`config.mk`:
```
export PLATFORM = sky130hd
export DESIGN_NAME = delay_arbiter
export DESIGN_NICKNAME = d
export VERILOG_FILES = /design/src/rtl/delay_arbiter_pkg.sv /design/src/rtl/delay_arbiter_rr_arbiter.sv /design/src/rtl/delay_arbiter.sv
export SDC_FILE = /design/constraint.sdc
export NUM_CORES = 1
export LEC_CHECK = 0
export ABC_AREA = 1
export CAP_MARGIN = 10
export CORE_ASPECT_RATIO = 1.4
export CORE_MARGIN = 2
export CORE_UTILIZATION = 45
export DETAILED_ROUTE_END_ITERATION = 8
export PLACE_DENSITY = 0.86
export SETUP_SLACK_MARGIN = 0.02
export SLEW_MARGIN = 20
export SYNTH_ARGS = -nofsm -noshare
export SYNTH_HDL_FRONTEND = slang
export SYNTH_SLANG_ARGS = --single-unit
```
`constraint.sdc`:
```
create_clock -name clk -period 5.05 [get_ports clk]
set_input_delay 1.01 -clock clk [delete_from_list [all_inputs] [get_ports clk]]
set_output_delay 1.01 -clock clk [all_outputs]
set_load 0.1 [all_outputs]
```
`src/rtl/delay_arbiter_pkg.sv`:
```
// Shared defaults and tag types for the round-robin delay-pipeline arbiter.
package delay_arbiter_pkg;

  localparam int unsigned DEF_N_REQ   = 4;
  localparam int unsigned DEF_DATA_W  = 14;
  localparam int unsigned DEF_LATENCY = 9;
  localparam int unsigned ID_W        = $clog2(DEF_N_REQ);

  typedef logic [ID_W-1:0] id_t;

  typedef struct packed {
    logic valid;
    id_t  id;
  } tag_t;

endpackage

```
`src/rtl/delay_arbiter_rr_arbiter.sv`:
```
// Round-robin arbiter: search starts one past ptr and the first requester found wins.
module rr_arbiter
  import delay_arbiter_pkg::*;
#(
  parameter int unsigned N = DEF_N_REQ
) (
  input  logic [N-1:0] req,
  input  id_t          ptr,
  output logic [N-1:0] grant_c,
  output id_t          grant_id_c
);

  logic        found;
  int unsigned idx;
  logic [N-1:0] sh;

  always_comb begin
    found      = 1'b0;
    grant_id_c = '0;
    idx        = 0;
    sh         = '0;
    for (int unsigned i = 1; i <= N; i++) begin
      idx = (32'(ptr) + i) % N;
      sh  = req >> idx;
      if (!found && sh[0]) begin
        found      = 1'b1;
        grant_id_c = ID_W'(idx);
      end
    end
    grant_c = found ? (N'(1) << grant_id_c) : '0;
  end

endmodule

```
`src/rtl/delay_arbiter.sv`:
```
// Shares a fixed-latency pipeline among requesters; tags each issue with its owner
// and routes each return back to that owner.
module delay_arbiter
  import delay_arbiter_pkg::*;
#(
  parameter int unsigned N_REQ   = DEF_N_REQ,
  parameter int unsigned DATA_W  = DEF_DATA_W,
  parameter int unsigned LATENCY = DEF_LATENCY
) (
  input  logic                          clk,
  input  logic                          rst,
  input  logic                          enable,
  input  logic [N_REQ-1:0]              req_valid,
  input  logic [N_REQ-1:0][DATA_W-1:0]  req_data,
  output logic [N_REQ-1:0]              req_ready,
  output logic [DATA_W-1:0]             pipe_in_data,
  output logic                          pipe_in_valid,
  input  logic [DATA_W-1:0]             pipe_out_data,
  input  logic                          pipe_out_valid,
  output logic [N_REQ-1:0]              resp_valid,
  output logic [DATA_W-1:0]             resp_data,
  output logic                          busy,
  output logic                          err_mismatch
);

  localparam int unsigned CNT_W = $clog2(LATENCY + 1);

  id_t              last_grant;
  id_t              win_id;
  logic [N_REQ-1:0] req_eff;
  logic [N_REQ-1:0] grant;
  logic             transfer;
  logic             ret;
  tag_t             tags [LATENCY];
  logic [CNT_W-1:0] inflight;
  logic [CNT_W-1:0] settle;
  logic             armed;

  // No grants while disabled or held in reset.
  assign req_eff = req_valid & {N_REQ{enable & ~rst}};

  rr_arbiter #(.N(N_REQ)) u_arb (
    .req        (req_eff),
    .ptr        (last_grant),
    .grant_c    (grant),
    .grant_id_c (win_id)
  );

  assign req_ready     = grant;
  assign transfer      = |grant;
  assign pipe_in_valid = transfer;
  assign pipe_in_data  = transfer ? req_data[win_id] : '0;

  // A return is only honoured when a tag says an item is due this cycle.
  assign ret        = tags[LATENCY-1].valid & pipe_out_valid;
  assign resp_valid = ret ? (N_REQ'(1) << tags[LATENCY-1].id) : '0;
  assign resp_data  = ret ? pipe_out_data : '0;
  assign busy       = inflight != '0;
  assign armed      = settle == CNT_W'(LATENCY);

  always_ff @(posedge clk or posedge rst) begin
    if (rst) begin
      for (int unsigned i = 0; i < LATENCY; i++) tags[i] <= '0;
    end else begin
      tags[0] <= '{valid: transfer, id: win_id};
      for (int unsigned i = 1; i < LATENCY; i++) tags[i] <= tags[i-1];
    end
  end

  always_ff @(posedge clk or posedge rst) begin
    if (rst) begin
      last_grant <= ID_W'(N_REQ - 1);
    end else if (transfer) begin
      last_grant <= win_id;
    end
  end

  always_ff @(posedge clk or posedge rst) begin
    if (rst) begin
      inflight <= '0;
    end else begin
      case ({transfer, ret})
        2'b10:   inflight <= inflight + CNT_W'(1);
        2'b01:   inflight <= inflight - CNT_W'(1);
        default: inflight <= inflight;
      endcase
    end
  end

  // Stale pipeline contents may emerge for LATENCY cycles after reset; ignore them.
  always_ff @(posedge clk or posedge rst) begin
    if (rst) begin
      settle       <= '0;
      err_mismatch <= 1'b0;
    end else begin
      if (!armed) settle <= settle + CNT_W'(1);
      if (armed && (tags[LATENCY-1].valid != pipe_out_valid)) err_mismatch <= 1'b1;
    end
  end

endmodule
```
Yosys cells after proc, flatten, opt, wreduce, memory -nomap -nowiden:

Index checks and enable logic that the tools add are counted.

* add/subtract/negate cells: 7
* magnitude comparators: 1
* eq/ne operators: 4
* shift operators: 6
* mux-type cells: 15
* bitwise operators: 4
* reductions and logical operators: 10

Operators with widths (count)
* 2-to-1 mux 14 bit: 3
* binary-select mux 14 bit (select 2 bit): 1
* right shift 4 x 2 -> 1 bit: 4
* adder 4 x 1 -> 4 bit (second input constant): 2
* 2-to-1 mux 2 bit: 4
* 2-to-1 mux 4 bit: 2
* one-hot mux 4 bit (2 select lines): 1
* left shift 1 x 2 -> 4 bit (first input constant): 2
* adder 2 x 1 -> 2 bit (second input constant): 2
* adder 2 bit (second input constant): 2
* bitwise AND 4 bit: 1
* equality test 4 bit (second input constant): 1
* logical AND 1 bit: 4
* 2-to-1 mux 1 bit: 4
* nonzero test 4 bit: 1
* OR reduction 4 bit: 1
* subtractor 4 x 1 -> 4 bit (second input constant): 1
* logical NOT 1 bit: 3
* less-than comparator 2 x 3 -> 1 bit (second input constant): 1
* bitwise AND 1 bit: 2
* equality test 2 x 1 -> 1 bit (second input constant): 1
* equality test 2 bit (second input constant): 1
* nonzero test 2 bit: 1
* inequality test 1 bit: 1
* inverter 1 bit: 1

* register bits after elaboration: 38
* input bits: 78
* output and inout port bits: 39

Depth between registers and ports, before layout:

Gate-level depths: netlist of the first run.

* word-level depth: 19
* gate-level depth with buffers: 17
* depth with buffers taken out: 16

By module:

Synthesis of the first run repeated with hierarchy kept, for this count alone.

* cells, all modules: 300
* area total of the unflattened synthesis: 2388.5 sq um

Modules (own cells, without submodules)
* delay_arbiter: times used 1, cells an instance 232, area each 1965.6 sq um, sequential area each 953.4 sq um
* rr_arbiter: times used 1, cells an instance 68, area each 422.9 sq um, sequential area each 0.0 sq um

Least setup slack after synthesis of the first run:

No wires, ideal clock.

* kind: in2out
* from: input rst
* to: output req_ready[0]
* arrival time: 4558 ps
* data required time: 4040 ps
* slack: -518 ps
* stages on the path: 10
* cells stage by stage: inv_2 > nand4_1 > nand3_1 > nand2_1 > nand2_1 > nand3_2 > nand3_4 > buf_6 > inv_2 > nor3_1

* cells in the longest elaborated chain, start to end: 16
* elaborated cells between the ends (all ways): 23
* classes of those cells: 5 x shift; 9 x mux; 3 x bitwise; 6 x reduce/logical

Ends and longest elaborated chain
* from (decl): RTL line delay_arbiter.sv:11 `input logic rst,`
* inverter 1 bit *: RTL line delay_arbiter.sv:40 `assign req_eff = req_valid & {N_REQ{enable & ~rst}};`
* bitwise AND 1 bit *: RTL line delay_arbiter.sv:40
* bitwise AND 4 bit *: RTL line delay_arbiter.sv:40
* right shift 4 x 2 -> 1 bit: RTL line delay_arbiter_rr_arbiter.sv:24 `sh = req >> idx;`
* 2-to-1 mux 1 bit: RTL line delay_arbiter_rr_arbiter.sv:25 `if (!found && sh[0]) begin`
* logical NOT 1 bit: RTL line delay_arbiter_rr_arbiter.sv:25
* logical AND 1 bit: RTL line delay_arbiter_rr_arbiter.sv:25
* 2-to-1 mux 1 bit: RTL line delay_arbiter_rr_arbiter.sv:25
* logical NOT 1 bit: RTL line delay_arbiter_rr_arbiter.sv:25
* logical AND 1 bit: RTL line delay_arbiter_rr_arbiter.sv:25
* 2-to-1 mux 1 bit: RTL line delay_arbiter_rr_arbiter.sv:25
* logical NOT 1 bit: RTL line delay_arbiter_rr_arbiter.sv:25
* logical AND 1 bit: RTL line delay_arbiter_rr_arbiter.sv:25
* 2-to-1 mux 2 bit *: RTL line delay_arbiter_rr_arbiter.sv:25
* via u_arb.grant_id_c[0]: RTL line delay_arbiter_rr_arbiter.sv:10 `output id_t grant_id_c`
* left shift 1 x 2 -> 4 bit *: RTL line delay_arbiter_rr_arbiter.sv:30 `grant_c = found ? (N'(1) << grant_id_c) : '0;`
* 2-to-1 mux 4 bit *: RTL line delay_arbiter_rr_arbiter.sv:30
* to (decl): RTL line delay_arbiter.sv:15 `output logic [N_REQ-1:0] req_ready,`

The timed path passes the listed nets; every way through them passes the cells marked *.

Final worst setup path of the first run:

* from: input enable
* to: output pipe_in_data[13]

* cells in the longest elaborated chain, start to end: 17
* elaborated cells between the ends (all ways): 26
* classes of those cells: 5 x shift; 12 x mux; 2 x bitwise; 7 x reduce/logical

Ends and longest elaborated chain
* from (decl): RTL line delay_arbiter.sv:12 `input logic enable,`
* bitwise AND 1 bit *: RTL line delay_arbiter.sv:40
* bitwise AND 4 bit *: RTL line delay_arbiter.sv:40
* right shift 4 x 2 -> 1 bit: RTL line delay_arbiter_rr_arbiter.sv:24
* 2-to-1 mux 1 bit: RTL line delay_arbiter_rr_arbiter.sv:25
* logical NOT 1 bit: RTL line delay_arbiter_rr_arbiter.sv:25
* logical AND 1 bit: RTL line delay_arbiter_rr_arbiter.sv:25
* 2-to-1 mux 1 bit: RTL line delay_arbiter_rr_arbiter.sv:25
* logical NOT 1 bit: RTL line delay_arbiter_rr_arbiter.sv:25
* logical AND 1 bit: RTL line delay_arbiter_rr_arbiter.sv:25
* 2-to-1 mux 1 bit: RTL line delay_arbiter_rr_arbiter.sv:25
* logical NOT 1 bit: RTL line delay_arbiter_rr_arbiter.sv:25
* logical AND 1 bit: RTL line delay_arbiter_rr_arbiter.sv:25
* 2-to-1 mux 2 bit: RTL line delay_arbiter_rr_arbiter.sv:25
* left shift 1 x 2 -> 4 bit: RTL line delay_arbiter_rr_arbiter.sv:30
* 2-to-1 mux 4 bit: RTL line delay_arbiter_rr_arbiter.sv:30
* OR reduction 4 bit: RTL line delay_arbiter.sv:50 `assign transfer = |grant;`
* 2-to-1 mux 14 bit *: RTL line delay_arbiter.sv:52 `assign pipe_in_data = transfer ? req_data[win_id] : '0;`
* to (decl): RTL line delay_arbiter.sv:16 `output logic [DATA_W-1:0] pipe_in_data,`

Mark *: on every way between the ends. The rest lies on a longest branch, timed or not. The select of a mux whose other input is x is not followed.

==> results of run 1 <==
## worst min-delay path by stage
stage	endpoint	slack (ns)	cells after the start
final	tags[15]$_DFF_PP0_	0.35	0
after global placement	tags[13]$_DFF_PP0_	0.33	0
after detailed placement	tags[15]$_DFF_PP0_	0.34	0
after CTS	tags[8]$_DFF_PP0_	0.35	0
after global routing	tags[6]$_DFF_PP0_	0.36	0
after floorplan	tags[0]$_DFF_PP0_	0.33	0
## stage by stage
step	cell area (µm²)	util (%)
3_5_place_dp	3750	71.7
6_report	3830	73.2
2_1_floorplan	2490	-
3_3_place_gp	3750	71.7
5_1_grt	3830	73.2
4_1_cts	3830	73.2
## layout make-up
| cell class | count | area, µm² | area share (%) |
|---|---|---|---|
| repair buffers | 121 | 1340 | 35.1 |
| clock buffers | 5 | 68.8 | 1.80 |
| flip-flops and latches | 38 | 953 | 24.9 |
| inverters | 32 | 123 | 3.20 |
| clock inverters | 2 | 10.0 | 0.261 |
| well taps | 66 | 82.6 | 2.16 |
| multi-input cells | 232 | 1250 | 32.6 |
## cell usage in the layout (no fill, tap or decap), drive strengths merged
| master | synthesis | final |
|---|---|---|
| nor2 | 9 | 9 |
| ha | 6 | 6 |
| nand3 | 19 | 19 |
| o211ai | 1 | 1 |
| xnor2 | 6 | 6 |
| and2 | 1 | 1 |
| xor2 | 1 | 1 |
| clkbuf | 1 | 5 |
| clkdlybuf4s50 | 0 | 79 |
| inv | 32 | 32 |
| nor3 | 5 | 5 |
| nand4 | 32 | 32 |
| o21ai | 5 | 5 |
| a21oi | 16 | 16 |
| a21o | 1 | 1 |
| dfstp | 2 | 2 |
| o31ai | 1 | 1 |
| buf | 16 | 42 |
| nand3b | 2 | 2 |
| dfrtp | 36 | 36 |
| clkinv | 0 | 2 |
| nand2 | 127 | 127 |
## cells by family after synthesis
group / count (synthesis) / synth area share, %
AO/OA/AOI/OAI: 24 / 6.69
flip-flops: 38 / 38.6
AND/OR/NAND/NOR: 195 / 37.5
adder cells (fa/ha/maj): 6 / 3.04
XOR/XNOR: 7 / 2.48
buffers and inverters: 49 / 11.7
## metal layers
metal | vias up | share of wire, % | wire, µm | GRT usage, %
met2 | 124 | 53 | 3470 | 41.3
li1 | 1262 | - | - | -
met3 | 8 | 9.8 | 643 | 7.73
met5 | - | 0 | 0 | 0
met1 | 1141 | 36 | 2360 | 21.7
met4 | 0 | 1.6 | 102 | 7.14
## state kept, by name, summed over array words and instances (netlist names)
register	cells
inflight	4
tags	27
settle	4
err_mismatch	1
last_grant	2
==> results.toml, run 1 <==
[run_status]
outcome = "completed"

[die]
starting_density_of_the_core_pct = 47.1
dieWidth_um = 66.6
io_pins = 117
floorplan.rows = 31
core-area_mm2 = 0.00524
fp.dieArea_mm2 = 0.00610
dieHeight_um = 91.6

[layout]
layout.filler_cells = 374
stdcell_count = 496
antenna_cells = 0
finalNetCount = 514
layout-area-overhead-vs-synth_pct = 55.3
share_of_post_route_cells_with_drive_strength_above_1_pct = 20.7

[place]
post-place-ws_ns = 0.515
place.detailed.hpwl_um = 5280
numPlacedInstances = 489
placement.io_buffers = 116
gp_routability_congestion = 0.871

[synth]
syn_nets = 403
synthCells = 319
ys_types = 34
synth-async-reset-ratio_pct = 100
post_synth_most_frequent_cells = "119 x nand2_1, 36 x dfrtp_1, 31 x nand4_1, 27 x inv_1, 14 x nand3_1"
synth_enable_flop_cells = 0
synthesized_area_per_cell_um2 = 7.73
synth_seq_cells = 38
synth-main-ff-cell = "dfrtp_1"
synth_area_mm2 = 0.00247
post-synth-top-area-fraction_pct = 36.5
synth_most_common_cell = "nand2_1"
synthesis.yosys.warnings = 0
yosys.area.top_type = "dfrtp_1"
fraction_of_the_yosys_area_taken_by_sequential_cells_pct = 38.6
synth.area.top_cells = "dfrtp_1 37%, nand2_1 18%, nand4_1 7.9%, inv_1 4.1%, a21oi_2 3.2%"

[route]
drt_wl_total_um = 6570
detail_route.vias_per_cell = 5.11
drt_pre_antenna_iters = 4
routed_wire_length_per_instance_um = 13.2
remaining_drc_errors = 0
ant_nets = 0
dr_total_vias = 2535
drt_first_iter_violations = 136

[sta]
report.final.setup_viol = 0
slew_limit_fails = 0
setup-tns-final_ns = 0
final_critical_path_setup_slack_ns = 0.495
timing.clock.skew_ns = 0.00597
fmax_mhz = 220
slew_headroom_pct = 35.4
min_period_ns = 4.55
post-route-period-util_pct = 90.2
worst_hold_slack_ns = 0.349
rsz0062_at_grt = "false"
worstMarginPinSlew_ns = 0.966
timing.final.hold_violations = 0

[global_route]
grt_start_max_net_pins = 38
globalRouteTotalUtil_pct = 22.0
globalRouteOverflowTotal = 0
first_global_vias = 2408
first_pass_grt_wire_length_um = 10300
antenna_found_initial = 0

[worst_setup_path]
startpoint_type = "input port"
crit-reg2reg-capture = "inflight[2]$_DFFE_PP0P_"
critical_path_class = "input port to output port"
cp_slowest_stage_delay_ns = 0.52
timing.critical_path.depth = 12
critical_path.most_common_cell = "nand2_1"
critical_path_buf_inv_count = 2
origin_of_the_worst_setup_path = "enable"
rr_startpoint = "last_grant[0]$_DFFE_PP1P_"
crit_path_end = "pipe_in_data[13]"
cp_slowest_cell = "clkdlybuf4s50_1"
path_max_fanout = 33
critical_path_arrival_ns = 3.54
r2r_cells = 16
critPathTopFamily = "simple AND/OR/NAND/NOR gates"
regToRegSetupSlack_ns = 1.60
critical_path.cell_chain = "clkdlybuf4s50_1, nand3_1, nand2_1, nand3_2, and2_4, nand4_2, nand3_4, nand2_1, nand2_1, nand2_1, a21oi_2, buf_12"
worstPathRequired_ns = 4.04
timing.critical_path.to_type = "output port"

[min_path]
hold_path.class = "flop to flop"
worstHoldStart = "tags[18]$_DFF_PP0_"

[clock_network]
postCtsHoldBufs = 0
worst_skew_pair.late_latency_ns = 0.28
clk_path_buf_depth = 2
cts-root-buf = "clkbuf_8"
tritoncts = "yes"
cts.repair_timing.setup_buffer_count = 0
cts.repair.resized = 0
cts.sink_count = 38
clkTransAtPathRegs_ns = 0.07
clock_tree.htree_level_count = 2
tritoncts.num_buffers = 5

[job]
maxCapViolations = 0
Power of run 1 is left out: the tool's default activity adds up to more than one toggle a clock period on the data nets, which glitch-free logic cannot reach.
==> run 2: changes to the inputs <==
--- a/config.mk
+++ b/config.mk
@@ -7,9 +7,11 @@
 export LEC_CHECK = 0
 export ABC_AREA = 1
 export CAP_MARGIN = 10
-export CORE_ASPECT_RATIO = 1.4
+export CELL_PAD_IN_SITES_DETAIL_PLACEMENT = 1
+export CELL_PAD_IN_SITES_GLOBAL_PLACEMENT = 1
+export CORE_ASPECT_RATIO = 0.75
 export CORE_MARGIN = 2
-export CORE_UTILIZATION = 45
+export CORE_UTILIZATION = 31
 export DETAILED_ROUTE_END_ITERATION = 8
 export PLACE_DENSITY = 0.86
 export SETUP_SLACK_MARGIN = 0.02
==> results.toml, run 2 (synthesis results as in run 1) <==
[run_status]
outcome = "completed"

[global_route]
globalRouteOverflowTotal = 0
grt_start_max_net_pins = 39
antenna_found_initial = 0
grt.met1_usage_pct = 23.0
use_met2_pct = 33.9
first_global_vias = 2653
grt.busiest_layer = "met2"
global_route.usage.met3_pct = 4.41
globalRouteTotalUtil_pct = 18.6
first_pass_grt_wire_length_um = 12900

[clock_network]
tritoncts.num_buffers = 5
cts.repair.resized = 0
clock_tree.htree_level_count = 2
cts-root-buf = "clkbuf_8"
tritoncts = "yes"
clk_path_buf_depth = 2
worst_skew_pair.late_latency_ns = 0.28
cts.sink_count = 38
postCtsHoldBufs = 0
clkTransAtPathRegs_ns = 0.07
cts.repair_timing.setup_buffer_count = 0

[sta]
post-route-period-util_pct = 90.9
slew_limit_fails = 0
setup-tns-final_ns = 0
report.final.setup_viol = 0
min_period_ns = 4.59
worstMarginPinSlew_ns = 0.984
slew_headroom_pct = 34.2
timing.clock.skew_ns = 0.00507
final_critical_path_setup_slack_ns = 0.460
fmax_mhz = 218
rsz0062_at_grt = "false"
timing.final.hold_violations = 0

[die]
floorplan.rows = 28
fp.dieArea_mm2 = 0.00870
core-area_mm2 = 0.00781
io_pins = 117
starting_density_of_the_core_pct = 31.6
dieHeight_um = 81.3
dieWidth_um = 107

[min_path]
hold_path.class = "flop to flop"
hold-path-cell-count = 0

[route]
drt_first_iter_violations = 113
drt_wl_total_um = 7980
routed_wire_length_per_instance_um = 14.9
detail_route.vias_per_cell = 4.78
ant_nets = 0
dr_total_vias = 2563
drt_pre_antenna_iters = 4
remaining_drc_errors = 0

[layout]
largest_register_ffs = 27
finalNetCount = 514
post-route-util_pct = 49.9
most-common-layout-cells = "119 x nand2_1, 79 x clkdlybuf4s50_1, 36 x dfrtp_1"
share_of_post_route_cells_with_drive_strength_above_1_pct = 20.9
layout-area-overhead-vs-synth_pct = 57.9
layout_commonest_cell = "nand2_1"
max_flop_register = "tags"
largest_registers_ranked_by_flip_flop_count = "tags: 27 flops, inflight: 4 flops, settle: 4 flops"
antenna_cells = 0

[place]
place.detailed.hpwl_um = 6330
gp_routability_congestion = 0.741
post-place-ws_ns = 0.472
placement.io_buffers = 116

[worst_setup_path]
crit_path_end = "pipe_in_data[7]"
r2r_cells = 16
cp_slowest_cell = "clkdlybuf4s50_1"
crit-reg2reg-capture = "inflight[2]$_DFFE_PP0P_"
cp_slowest_stage_delay_ns = 0.61
critical_path.most_common_cell = "nand2_1"
rr_startpoint = "last_grant[0]$_DFFE_PP1P_"
critical_path_class = "input port to output port"
critical_path.cell_chain = "clkdlybuf4s50_1, inv_1, nor2_1, nand3_1, nand3_1, nand2_1, nand2_1, nand3_2, nand3_4, nand2_1, nand2_1, nand2_1, a21oi_2, buf_12"
origin_of_the_worst_setup_path = "enable"
startpoint_type = "input port"
critical_path_arrival_ns = 3.58
path_max_fanout = 33
worstPathRequired_ns = 4.04
timing.critical_path.to_type = "output port"
regToRegSetupSlack_ns = 1.79

[job]
maxCapViolations = 0
[run 2: changes by cell type in the layout (fill, tap and decap cells not counted)]
cell | previous run | this run
clkbuf_8 | 5 | 6
clkinvlp_4 | 0 | 1
clkinv_2 | 2 | 1
[run 2: worst max-delay path: cells and delay by family]
family                 cells  cell delay [ns]
AOI/OAI and AO/OA          1             0.19
and+or+nand+nor           10             1.47
buffers and inverters      3             0.87
[run 2: final cells by class]
cell class | instances | area [µm²]
clock inverter | 2 | 12.5
sequential | 38 | 953
fill | 952 | 3920
inverter | 32 | 123
multi-input combinational | 232 | 1250
tap | 105 | 131
timing repair buffer | 121 | 1340
clock buffer | 6 | 82.6
[run 2: worst min-delay path by stage]
stage | start | endpoint | slack [ns]
2_1_floorplan | tags[3]$_DFF_PP0_ | tags[0]$_DFF_PP0_ | 0.33
3_3_place_gp | tags[4]$_DFF_PP0_ | tags[1]$_DFF_PP0_ | 0.33
3_5_place_dp | tags[25]$_DFF_PP0_ | tags[22]$_DFF_PP0_ | 0.34
4_1_cts | tags[25]$_DFF_PP0_ | tags[22]$_DFF_PP0_ | 0.35
5_1_grt | tags[16]$_DFF_PP0_ | tags[13]$_DFF_PP0_ | 0.36
6_report | tags[11]$_DFF_PP0_ | tags[8]$_DFF_PP0_ | 0.35
[run 2: stage by stage]
stage	hold WS [ns]	instance area, µm²	std cells
after floorplan	0.331	2490	319
after global placement	0.331	3800	528
after detailed placement	0.336	3800	528
after CTS	0.353	3900	536
after global routing	0.360	3900	536
final	0.349	3900	536
[run 2: layer usage]
| layer | up-vias | wire (µm) |
|---|---|---|
| met5 | - | 0 |
| met4 | 0 | 51 |
| met3 | 6 | 445 |
| met2 | 82 | 3960 |
| met1 | 1218 | 3530 |
| li1 | 1257 | - |
Power of run 2 is left out for the same reason.
==> run 3: changes to the inputs <==
--- a/config.mk
+++ b/config.mk
@@ -10,10 +10,9 @@
 export CELL_PAD_IN_SITES_DETAIL_PLACEMENT = 1
 export CELL_PAD_IN_SITES_GLOBAL_PLACEMENT = 1
 export CORE_ASPECT_RATIO = 0.75
-export CORE_MARGIN = 2
 export CORE_UTILIZATION = 31
 export DETAILED_ROUTE_END_ITERATION = 8
-export PLACE_DENSITY = 0.86
+export PLACE_DENSITY_LB_ADDON = 0.3
 export SETUP_SLACK_MARGIN = 0.02
 export SLEW_MARGIN = 20
 export SYNTH_ARGS = -nofsm -noshare
==> results.toml, run 3 (synthesis results as in run 1) <==
[route]
drt_pre_antenna_iters = 4
drt_wl_total_um = 7520
routed_wire_length_per_instance_um = 14.1
dr_total_vias = 2584
drt_first_iter_violations = 88
ant_nets = 0
remaining_drc_errors = 0
detail_route.vias_per_cell = 4.85

[clock_network]
postCtsHoldBufs = 0
cts.repair.resized = 0
tritoncts = "yes"
tritoncts.num_buffers = 5
clkTransAtPathRegs_ns = 0.08
clk_path_buf_depth = 2
clock_tree.htree_level_count = 2
worst_skew_pair.late_latency_ns = 0.28
cts-root-buf = "clkbuf_8"
cts.repair_timing.setup_buffer_count = 0
cts.sink_count = 38

[die]
dieWidth_um = 105
starting_density_of_the_core_pct = 32.8
floorplan.rows = 27
dieHeight_um = 79.3
io_pins = 117
fp.dieArea_mm2 = 0.00832
core-area_mm2 = 0.00753

[place]
post-place-ws_ns = 0.619
place.detailed.hpwl_um = 5920
placement.io_buffers = 116
gp_routability_congestion = 0.775

[layout]
max_flop_register = "tags"
multiInputGateArea_mm2 = 0.00125
finalNetCount = 515
antenna_cells = 0
share_of_post_route_cells_with_drive_strength_above_1_pct = 21.1
largest_registers_ranked_by_flip_flop_count = "tags: 27 flops, inflight: 4 flops, settle: 4 flops"
layout.filler_cells = 915
largest_register_ffs = 27
final-seq-area_um2 = 953
most-common-layout-cells = "119 x nand2_1, 79 x clkdlybuf4s50_1, 36 x dfrtp_1"
layout_commonest_cell = "nand2_1"
layout-area-overhead-vs-synth_pct = 58.0

[run_status]
outcome = "completed"

[sta]
slew_limit_fails = 0
worstMarginPinSlew_ns = 0.982
final_critical_path_setup_slack_ns = 0.612
rsz0062_at_grt = "false"
min_period_ns = 4.44
fmax_mhz = 225
report.final.setup_viol = 0
timing.final.hold_violations = 0
setup-tns-final_ns = 0
slew_headroom_pct = 34.3
post-route-period-util_pct = 87.9
timing.clock.skew_ns = 0.00989

[global_route]
grt_start_max_net_pins = 39
antenna_found_initial = 0
first_pass_grt_wire_length_um = 12200
globalRouteOverflowTotal = 0
globalRouteTotalUtil_pct = 18.4
first_global_vias = 2595

[worst_setup_path]
startpoint_type = "input port"
critical_path.most_common_cell = "nand2_1"
worstPathRequired_ns = 4.04
critical_path_class = "input port to output port"
critical_path_arrival_ns = 3.43
timing.critical_path.to_type = "output port"
path_max_fanout = 28
regToRegSetupSlack_ns = 1.80
cp_slowest_cell = "clkdlybuf4s50_1"
critical_path.cell_chain = "clkdlybuf4s50_1, inv_1, nor2_1, nand3_1, nand3_1, nand2_1, nand2_1, nand2_1, nand2_2, buf_4, nand4_1, nand2_1, nand2_1, a21oi_2, buf_12"
cp_slowest_stage_delay_ns = 0.62

[job]
maxCapViolations = 0

[min_path]
hold_path.class = "flop to flop"
[run 3: final cells by class]
| cell class | instances | share of cell area, % |
|---|---|---|
| tap | 101 | 3.24 |
| multi-input combinational | 232 | 32.1 |
| inverter | 32 | 3.15 |
| clock inverter | 2 | 0.321 |
| timing repair buffer | 122 | 34.7 |
| clock buffer | 6 | 2.12 |
| sequential | 38 | 24.5 |
[run 3: per-stage QoR]
| step | util (%) | cells | area [µm²] | hold slack [ns] |
|---|---|---|---|---|
| floorplan | - | 319 | 2490 | 0.331 |
| global placement | 50.5 | 525 | 3800 | 0.333 |
| detailed placement | 50.5 | 525 | 3800 | 0.336 |
| CTS | 51.8 | 533 | 3900 | 0.342 |
| global route | 51.8 | 533 | 3900 | 0.342 |
| finish | 51.8 | 533 | 3900 | 0.340 |
[run 3: critical path: cells and delay by family]
| family | cells | cell delay [ns] |
|---|---|---|
| AND/OR/NAND/NOR | 10 | 1.04 |
| buffers and inverters | 4 | 1.18 |
| AO/OA/AOI/OAI | 1 | 0.19 |
[run 3: routing by layer]
metal	GRT usage [%]	wire length, µm	up-vias
li1	-	-	1256
met3	5.01	422	8
met4	4.08	87	0
met5	0	0	-
met2	34.1	3730	85
met1	21.1	3280	1235
[run 3: path summary, 6_finish.rpt]
check,startpoint,cells after the start,end
setup / recovery,enable,15,pipe_in_data[11]
hold / removal,tags[15]$_DFF_PP0_,0,tags[12]$_DFF_PP0_
setup reg to reg,last_grant[0]$_DFFE_PP1P_,16,inflight[2]$_DFFE_PP0P_
hold reg to reg,tags[15]$_DFF_PP0_,0,tags[12]$_DFF_PP0_
max in group asynchronous,rst,3,last_grant[1]$_DFFE_PP1P_
min in group asynchronous,rst,3,tags[26]$_DFF_PP0_
Power of run 3 is left out for the same reason.
